--- config.mk ---
export PLATFORM = sky130hd
export DESIGN_NAME = neuron_mac_n
export DESIGN_NICKNAME = d
export VERILOG_FILES = /design/src/rtl/neuron_pkg.sv /design/src/rtl/Sig_ROM.sv /design/src/rtl/neuron_mac_n.sv
export SDC_FILE = /design/constraint.sdc
export NUM_CORES = 1
export LEC_CHECK = 0
export CAP_MARGIN = 20
export CORE_UTILIZATION = 40
export DETAILED_ROUTE_END_ITERATION = 16
export PLACE_DENSITY = 0.56
export SETUP_SLACK_MARGIN = 0.1
export SLEW_MARGIN = 20
export SYNTH_ARGS = -nofsm -noshare
export SYNTH_HDL_FRONTEND = slang
export SYNTH_SLANG_ARGS = --single-unit
--- constraint.sdc ---
create_clock -name clk -period 7.2 [get_ports clk]
set_input_delay 1.44 -clock clk [delete_from_list [all_inputs] [get_ports clk]]
set_output_delay 1.44 -clock clk [all_outputs]
set_load 0.005 [all_outputs]
--- src/rtl/neuron_pkg.sv ---
// Shared constants for the fixed-point neuron: activation codes, FSM states and
// the default fractional width used by the neuron and its sigmoid table.
package neuron_pkg;

  localparam logic [1:0] ACT_LINEAR  = 2'd0;
  localparam logic [1:0] ACT_RELU    = 2'd1;
  localparam logic [1:0] ACT_SIGMOID = 2'd2;
  localparam logic [1:0] ACT_RSVD    = 2'd3;

  localparam int DEF_FRAC_W = 8;

  typedef enum logic [2:0] {
    ST_IDLE    = 3'd0,
    ST_MAC     = 3'd1,
    ST_SCALE   = 3'd2,
    ST_ACT     = 3'd3,
    ST_ROMWAIT = 3'd4,
    ST_OUT     = 3'd5
  } state_t;

endpackage

--- src/rtl/Sig_ROM.sv ---
// Sigmoid lookup with one-cycle registered read. The address is the signed integer
// part of the pre-activation sum; output is Q.DEF_FRAC_W (piecewise-linear sigmoid).
module Sig_ROM
  import neuron_pkg::*;
#(
  parameter int inWidth   = 8,
  parameter int dataWidth = 16
) (
  input  logic                 clk,
  input  logic [inWidth-1:0]   i_addr,
  output logic [dataWidth-1:0] o_data
);

  localparam int ONE = 1 << DEF_FRAC_W;

  logic [dataWidth-1:0] r_data;

  // Segments 0.25x+0.5, 0.125x+0.625, 0.03125x+0.84375, 1; mirrored for x<0.
  function automatic logic [dataWidth-1:0] sig_val(input logic signed [inWidth-1:0] a);
    int m;
    int y;
    m = (a < 0) ? -int'(a) : int'(a);
    if (m >= 5)      y = ONE;
    else if (m >= 3) y = (ONE / 32) * m + (27 * ONE) / 32;
    else if (m >= 1) y = (ONE / 8) * m + (5 * ONE) / 8;
    else             y = ONE / 2;
    if (a < 0) y = ONE - y;
    return dataWidth'(y);
  endfunction

  always_ff @(posedge clk) begin
    r_data <= sig_val($signed(i_addr));
  end

  assign o_data = r_data;

endmodule

--- src/rtl/neuron_mac_n.sv ---
// N-input fixed-point neuron: one shared multiplier, rounding/saturating rescale,
// selectable linear/ReLU/sigmoid activation, valid/ready on both sides.
module neuron_mac_n
  import neuron_pkg::*;
#(
  parameter int DATA_W     = 16,
  parameter int FRAC_W     = DEF_FRAC_W,
  parameter int NUM_INPUTS = 2,
  parameter int ROM_IN_W   = 8
) (
  input  logic                           clk,
  input  logic                           rst,
  input  logic                           in_valid,
  output logic                           in_ready,
  input  logic [NUM_INPUTS*DATA_W-1:0]   in_data,
  input  logic [NUM_INPUTS*DATA_W-1:0]   in_weight,
  input  logic [DATA_W-1:0]              in_bias,
  input  logic [1:0]                     act_mode,
  output logic [DATA_W-1:0]              out_data,
  output logic                           out_sat,
  output logic                           out_valid,
  input  logic                           out_ready
);

  localparam int ACC_W = 2*DATA_W + $clog2(NUM_INPUTS) + 1;
  localparam int SUM_W = ACC_W + 1;
  localparam int IDX_W = $clog2(NUM_INPUTS + 1);
  localparam int DEPTH = 2**IDX_W;
  localparam logic [IDX_W-1:0] LAST_IDX = IDX_W'(NUM_INPUTS);

  state_t                    r_state;
  logic                      r_in_ready;
  logic [1:0]                r_mode;
  logic signed [DATA_W-1:0]  r_x [DEPTH];
  logic signed [DATA_W-1:0]  r_w [DEPTH];
  logic signed [DATA_W-1:0]  r_bias;
  logic [IDX_W-1:0]          r_idx;
  logic signed [2*DATA_W-1:0] r_prod;
  logic signed [ACC_W-1:0]   r_acc;
  logic signed [DATA_W-1:0]  r_sat_sum;
  logic signed [DATA_W-1:0]  r_act_res;
  logic                      r_sat;
  logic [DATA_W-1:0]         r_out_data;
  logic                      r_out_sat;
  logic                      r_out_valid;

  logic signed [DATA_W-1:0]   w_in_x [DEPTH];
  logic signed [DATA_W-1:0]   w_in_w [DEPTH];
  logic signed [2*DATA_W-1:0] w_mx, w_mw, w_prod;
  logic signed [SUM_W-1:0]    w_rnd, w_s;
  logic                       w_ovf;
  logic [DATA_W-1:0]          w_sat_val, w_sum_sat;
  logic [DATA_W-1:0]          w_rom_data;

  // Operand slots beyond NUM_INPUTS stay zero, so the drain cycle multiplies 0*0.
  genvar gi;
  generate
    for (gi = 0; gi < DEPTH; gi++) begin : g_unpack
      if (gi < NUM_INPUTS) begin : g_used
        assign w_in_x[gi] = in_data[gi*DATA_W +: DATA_W];
        assign w_in_w[gi] = in_weight[gi*DATA_W +: DATA_W];
      end else begin : g_pad
        assign w_in_x[gi] = '0;
        assign w_in_w[gi] = '0;
      end
    end
  endgenerate

  assign w_mx   = (2*DATA_W)'(r_x[r_idx]);
  assign w_mw   = (2*DATA_W)'(r_w[r_idx]);
  assign w_prod = w_mx * w_mw;

  // Half-up rounding, arithmetic shift, then bias in the same Q format.
  assign w_rnd     = SUM_W'(r_acc) + (SUM_W'(1) <<< (FRAC_W - 1));
  assign w_s       = (w_rnd >>> FRAC_W) + SUM_W'(r_bias);
  assign w_ovf     = ~((&w_s[SUM_W-1:DATA_W-1]) | ~(|w_s[SUM_W-1:DATA_W-1]));
  assign w_sat_val = w_s[SUM_W-1] ? {1'b1, {(DATA_W-1){1'b0}}} : {1'b0, {(DATA_W-1){1'b1}}};
  assign w_sum_sat = w_ovf ? w_sat_val : w_s[DATA_W-1:0];

  Sig_ROM #(
    .inWidth   (ROM_IN_W),
    .dataWidth (DATA_W)
  ) u_sig_rom (
    .clk    (clk),
    .i_addr (r_sat_sum[DATA_W-1 -: ROM_IN_W]),
    .o_data (w_rom_data)
  );

  always_ff @(posedge clk or posedge rst) begin
    if (rst) begin
      r_state     <= ST_IDLE;
      r_in_ready  <= 1'b0;
      r_mode      <= ACT_LINEAR;
      r_bias      <= '0;
      r_idx       <= '0;
      r_prod      <= '0;
      r_acc       <= '0;
      r_sat_sum   <= '0;
      r_act_res   <= '0;
      r_sat       <= 1'b0;
      r_out_data  <= '0;
      r_out_sat   <= 1'b0;
      r_out_valid <= 1'b0;
      for (int i = 0; i < DEPTH; i++) begin
        r_x[i] <= '0;
        r_w[i] <= '0;
      end
    end else begin
      case (r_state)
        ST_IDLE: begin
          r_in_ready <= 1'b1;
          if (in_valid && r_in_ready) begin
            r_x        <= w_in_x;
            r_w        <= w_in_w;
            r_bias     <= in_bias;
            r_mode     <= act_mode;
            r_acc      <= '0;
            r_prod     <= '0;
            r_idx      <= '0;
            r_in_ready <= 1'b0;
            r_state    <= ST_MAC;
          end
        end
        // Product is registered; the cycle at idx==NUM_INPUTS drains the last one.
        ST_MAC: begin
          r_prod <= w_prod;
          r_acc  <= r_acc + ACC_W'(r_prod);
          if (r_idx == LAST_IDX) r_state <= ST_SCALE;
          else                   r_idx   <= r_idx + 1'b1;
        end
        ST_SCALE: begin
          r_sat_sum <= w_sum_sat;
          r_sat     <= w_ovf;
          r_state   <= ST_ACT;
        end
        ST_ACT: begin
          case (r_mode)
            ACT_RELU:                          r_act_res <= r_sat_sum[DATA_W-1] ? '0 : r_sat_sum;
            ACT_LINEAR, ACT_SIGMOID, ACT_RSVD: r_act_res <= r_sat_sum;
            default:                           r_act_res <= r_sat_sum;
          endcase
          r_state <= ST_ROMWAIT;
        end
        ST_ROMWAIT: begin
          r_out_data  <= (r_mode == ACT_SIGMOID) ? w_rom_data : r_act_res;
          r_out_sat   <= r_sat;
          r_out_valid <= 1'b1;
          r_state     <= ST_OUT;
        end
        ST_OUT: begin
          if (out_ready) begin
            r_out_valid <= 1'b0;
            r_in_ready  <= 1'b1;
            r_state     <= ST_IDLE;
          end
        end
        default: begin
          r_in_ready <= 1'b0;
          r_state    <= ST_IDLE;
        end
      endcase
    end
  end

  assign in_ready  = r_in_ready;
  assign out_data  = r_out_data;
  assign out_sat   = r_out_sat;
  assign out_valid = r_out_valid;

endmodule

==> out/metrics.yaml, run 1 <==
run_status:
  status: "finished clean"
floorplan:
  die_w_um: 237
  ios: 105
  coreArea_mm2: 0.0542
  initial_core_util_pct: 40.8
  fp.dieArea_mm2: 0.0563
  die_h_um: 237
  num_rows: 85
clock_network:
  root_buffer: "clkbuf_16"
  cts_max_path_buffers: 3
  cts_tree: "built"
  htree_levels: 1
  cts.clk_slew.worst_paths_ns: 0.06
  clock-sinks: 218
  numCtsBuffers: 25
  cts_hold_buf: 0
  insertion_delay_ns: 0.57
run:
  cap_violations: 0
place:
  gp_congestion: 0.931
  place_area_mm2: 0.0242
  pre_cts_ws_ns: 0.0233
  dp.cells: 3344
  place_hpwl_um: 46700
  numPortBuffers: 104
logic_synthesis:
  synthCells: 2575
  yosys_warnings: 0
  synth_ff_type: "dfrtp_1"
  synth_area_mm2: 0.0221
  synth_seq_area_share_pct: 24.4
  ys_types: 75
  synth-edff-count: 0
  avgSynthCellArea_um2: 8.59
  synthArstFlopShare_pct: 94.0
  synth_seq_cells: 218
  synth_nets: 3074
global_routing:
  grt_pass1_wl_um: 95400
  gr-total-overflow: 0
  antenna_found_initial: 0
  grt_usage_pct: 21.2
  grt_pass1_vias: 18100
  grt_max_degree: 109
timing:
  setup_ws_ns: 0.347
  fin_crit_ns: 6.85
  relSlewSlack_pct: 33.6
  rsz0062_at_grt: "true"
  setup-tns-final_ns: 0
  report.final.slew_viol_count: 0
  hold_viol_final: 0
  fmaxAchievable_mhz: 146
  setup_violations: 0
  fin_crit_sh_pct: 95.2
  finalClockSkew_ns: 0.0216
  worst_pin_slew_ns: 0.996
drt:
  ant_nets: 0
  wl_um: 58000
  num_vias: 17400
  firstDrtPassIters: 5
  viasPerCell: 5.10
  avgRoutedWirePerCell_um: 17.0
  drtIter0Drc: 945
  drc: 0
cells_and_area:
  finalNonFillerCells: 3404
  n_antenna_cell: 0
  finalNetCount: 3188
  drive_above_1_share_pct: 8.20
  stdcell_area_mm2: 0.0254
  syn2layout_area_growth_pct: 14.8
worst_hold_path:
  hold_path_class: "reg2reg"
critical_path:
  path_common_cell: "fa_1"
  reg2reg_slack_ns: 0.35
  start_kind: "register"
  crit_fanout: 18
  slowest_delay_ns: 0.54
  path_class: "reg2reg"
  end_kind: "register"
  critPathArrivalTime_ns: 7.27
  crit_slowest_cell: "fa_1"
  crit_chain: "buf_12 -> mux2i_1 -> or2_2 -> nor2_1 -> fa_1 -> inv_1 -> fa_1 -> fa_1 -> inv_1 -> fa_1 -> fa_1 -> inv_1 -> fa_1 -> inv_1 -> ha_1 -> nand3_1 -> o31a_1 -> a2111o_1 -> a31o_4 -> a31oi_4 -> a31o_2 -> xnor2_1 -> o21ai_0"
  cp.required_ns: 7.61
==> what timing repair did <==
action                                  4_1_cts  5_1_grt
endpoints found under the setup margin        2       12
setup buffers                                 0       14
endpoints found under the hold margin         0        0
pin swaps                                     0       15
resized for setup                             2       63
==> cells in the final DEF (no fill, tap or decap), types with 11 or more instances in the layout <==
cell type        synthesis  final
nand2_1                522    520
inv_1                  365    362
fa_1                   264    261
nor2_1                 245    236
dfrtp_1                205    203
ha_1                   149    148
clkdlybuf4s50_1          0    104
o21ai_0                 99     97
a21oi_1                 80     77
buf_4                    1     74
xnor2_1                 73     73
nand3_1                 54     52
a21o_1                  37     37
xor2_1                  37     37
mux2i_1                 37     28
a31oi_1                 30     27
clkbuf_16                0     25
or2_2                   36     22
and3_1                  18     17
nor3_1                  17     17
a22o_1                  16     16
or2_4                    0     14
o21a_1                  13     13
dfxtp_1                 13     13
o21bai_1                12     12
a21oi_2                  8     11
==> cell families (layout without fill, tap and decap cells) <==
| family | count (synthesis) | after routing | synth area share, % |
|---|---|---|---|
| AO/OA/AOI/OAI | 372 | 372 | 11.1 |
| XOR/XNOR | 110 | 110 | 4.35 |
| AND/OR/NAND/NOR | 959 | 959 | 18.2 |
| flip-flops | 218 | 218 | 24.4 |
| buffers and inverters | 465 | 598 | 7.99 |
| adder cells (fa/ha/maj) | 413 | 413 | 32.3 |
| multiplexers | 38 | 38 | 1.72 |
==> flip-flops by register name, indices dropped and copies added, names as in the netlist <==
register / flops
out_valid: 1
r_sat: 1
r_bias: 16
r_mode: 2
u_sig_rom.o_data: 13
r_x: 32
r_prod: 32
r_state: 3
r_acc: 34
r_w: 32
r_act_res: 16
r_idx: 2
out_data: 16
in_ready: 1
out_sat: 1
r_sat_sum: 16
==> critical path, delay by kind of cell (launching register included) <==
kind                       cells  cell delay (ns)
DFF                            1             0.50
and+or+nand+nor                3             0.57
AOI/OAI and AO/OA              6             1.52
buffers and inverters          5             0.41
muxes                          1             0.23
adders and majority gates      7             3.37
xor gates and xnor gates       1             0.10
==> stage by stage <==
| step | util [%] | hold WS [ns] |
|---|---|---|
| 2_1_floorplan | - | 0.429 |
| 3_3_place_gp | 44.6 | 0.438 |
| 3_5_place_dp | 44.6 | 0.438 |
| 4_1_cts | 46.2 | 0.447 |
| 5_1_grt | 46.8 | 0.467 |
| 6_report | 46.8 | 0.446 |
==> final cells by class <==
cell class              instances  area (um2)
flip-flops and latches        218        5400
repair buffers                187        1730
multi-input cells            1892       15200
fillers                      5284       28800
clock buffers                  40         732
well taps                     696         871
clock inverters                 6         104
inverters                     365        1380
==> Yosys cell counts, drive strengths merged, types with 36 or more instances <==
master	n	area (um2)
inv	365	1370
ha	149	1860
a21oi	88	470
mux2i	37	370
fa	264	5290
nor2	245	920
or2	36	225
nand2	522	1960
dfrtp	205	5130
xor2	37	324
nand3	54	270
o21ai	99	495
clkbuf	88	334
xnor2	73	639
a21o	39	295
==> path summary, 6_finish.rpt <==
path / start / cells after the start / endpoint
setup / recovery: r_idx[0] / 23 / r_prod[30]
hold / removal: u_sig_rom.o_data[13] / 2 / out_data[13]
setup reg to reg: r_idx[0] / 23 / r_prod[30]
hold reg to reg: u_sig_rom.o_data[13] / 2 / out_data[13]
max in group asynchronous: rst / 3 / r_acc[7]
min in group asynchronous: rst / 2 / out_data[15]
==> routing by layer <==
metal  up-vias  share of wire [%]  global-route usage, %
met1      8510                 44                   27.3
met4         0                3.4                   6.16
li1       8424                  -                      -
met2       333                 49                   37.3
met3        93                3.5                   2.43
met5         -                  0                      0
Power of run 1 is left out: the tool's default activity adds up to more than one toggle a clock period on the data nets, which glitch-free logic cannot reach.
==> run 2: changes to the inputs <==
- PLACE_DENSITY: 0.56 -> 0.7
- SLEW_MARGIN: 20 -> default
==> run 2 against run 1 <==
  * Global-route usage shrank 1.2 points
  * Largest cell class unchanged
  * Utilization shrank 0.45 points
  * First-iteration DRC count grew 39%
  * Maximum frequency shrank 1.1%
  * Sequential share of layout area grew 0.18 points
  * Hold slack gained 0.00057 ns
  * Via count grew 1.1%
==> out/metrics.yaml, run 2 (synthesis results as in run 1) <==
worst_hold_path:
  hold_path_class: "reg2reg"
  whs_path_depth: 2
cells_and_area:
  finalNetCount: 3164
  n_antenna_cell: 0
  largest_reg_flops: 34
  final_common_cell: "nand2_1"
  top_register: "r_acc"
  stdcell_area_mm2: 0.0252
  drive_above_1_share_pct: 7.45
  layout_common_cells: "nand2_1 (521), inv_1 (362), fa_1 (262), nor2_1 (237), dfrtp_1 (204)"
  fill_cells: 5179
  syn2layout_area_growth_pct: 13.7
place:
  pre_cts_ws_ns: -0.148
  gp_congestion: 0.966
  numPortBuffers: 104
  place_area_mm2: 0.0241
  place_hpwl_um: 43800
critical_path:
  end_kind: "register"
  r2r-start: "r_idx[0]"
  r2r_cells: 25
  critPathArrivalTime_ns: 7.33
  cp.required_ns: 7.60
  crit_fanout: 9
  critPathCapture: "r_prod[30]"
  reg2reg_slack_ns: 0.27
  crit_start: "r_idx[0]"
  worstReg2RegEnd: "r_prod[30]"
  path_class: "reg2reg"
  start_kind: "register"
timing:
  setup_violations: 0
  report.final.slew_viol_count: 0
  setup-tns-final_ns: 0
  finalClockSkew_ns: 0.0137
  fmaxAchievable_mhz: 144
  relSlewSlack_pct: 31.0
  hold_viol_final: 0
  rsz0062_at_grt: "true"
  fin_crit_sh_pct: 96.2
  fin_crit_ns: 6.93
  setup_ws_ns: 0.272
  worst_pin_slew_ns: 1.04
global_routing:
  grt_usage_pct: 20.0
  antenna_found_initial: 0
  grt_pass1_vias: 18500
  grt_max_degree: 143
  grt_pass1_wl_um: 92200
  gr-total-overflow: 0
clock_network:
  cts_max_path_buffers: 3
  insertion_delay_ns: 0.56
  cts_hold_buf: 0
  root_buffer: "clkbuf_16"
  cts.clk_slew.worst_paths_ns: 0.07
  htree_levels: 1
  numCtsBuffers: 25
  cts_tree: "built"
  clock-sinks: 218
floorplan:
  coreArea_mm2: 0.0542
  fp.dieArea_mm2: 0.0563
  ios: 105
  num_rows: 85
  die_h_um: 237
  initial_core_util_pct: 40.8
  die_w_um: 237
run:
  cap_violations: 0
drt:
  drtIter0Drc: 1311
  ant_nets: 0
  wl_um: 55000
  avgRoutedWirePerCell_um: 16.3
  firstDrtPassIters: 8
  drc: 0
  viasPerCell: 5.19
  num_vias: 17500
run_status:
  status: "finished clean"
run 2: changes by cell type in the layout (fill, tap and decap cells not counted), sizes merged:
cell,previous run,this run
buf,83,58
clkbuf,40,31
clkinv,1,7
clkinvlp,1,5
bufinv,2,1
inv,367,368
run 2: critical path, cell delays in order, from the launching register on:
cell and delay [ns]:
dfrtp_2 0.44, buf_4 0.22, mux2i_4 0.33, or2_4 0.24
nor2_1 0.07, fa_1 0.50, inv_1 0.05, fa_1 0.56
fa_1 0.44, fa_1 0.49, inv_1 0.06, fa_1 0.54
inv_1 0.06, fa_1 0.53, inv_1 0.04, ha_1 0.36
a21o_1 0.21, a21o_1 0.17, a21oi_1 0.16, o31a_1 0.28
a2111o_1 0.22, a31o_2 0.22, a31oi_4 0.10, a31o_2 0.27
xnor2_1 0.12, o21ai_0 0.09
run 2: cell type report:
cell class | count | area, um2 | share of cell area, %
Sequential cell | 218 | 5390 | 21.4
Tap cell | 696 | 871 | 3.46
Multi-Input combinational cell | 1892 | 15200 | 60.3
Inverter | 365 | 1380 | 5.48
Clock buffer | 30 | 684 | 2.72
Clock inverter | 16 | 145 | 0.577
Timing Repair Buffer | 163 | 1530 | 6.08
run 2: per-layer routing:
metal	routed length, um	global-route usage [%]	vias up
met3	2470	2.18	119
met5	0	0	-
met1	24000	25.6	8563
li1	-	-	8386
met2	26700	35.4	477
met4	1910	6.28	0
run 2: worst min path at each step:
stage,startpoint,to,slack [ns]
after global routing,u_sig_rom.o_data[12],out_data[12],0.47
after floorplan,u_sig_rom.o_data[10],out_data[10],0.43
after global placement,u_sig_rom.o_data[11],out_data[11],0.43
after CTS,u_sig_rom.o_data[11],out_data[11],0.45
after detailed placement,u_sig_rom.o_data[11],out_data[11],0.44
final,u_sig_rom.o_data[11],out_data[11],0.45
run 2: what timing repair did:
action / in CTS / in global routing
pin swaps: 0 / 2
setup endpoints to repair: 4 / 11
gates resized for setup: 2 / 44
gates cloned: 0 / 1
setup buffers: 0 / 3
run 2: per-stage QoR:
step	hold WS, ns	utilization [%]	instances
floorplan	0.429	-	2575
global placement	0.432	44.5	3330
detailed placement	0.440	44.5	3330
finish	0.446	46.4	3380
global route	0.469	46.4	3380
CTS	0.449	46.0	3376
Power of run 2 is left out for the same reason.
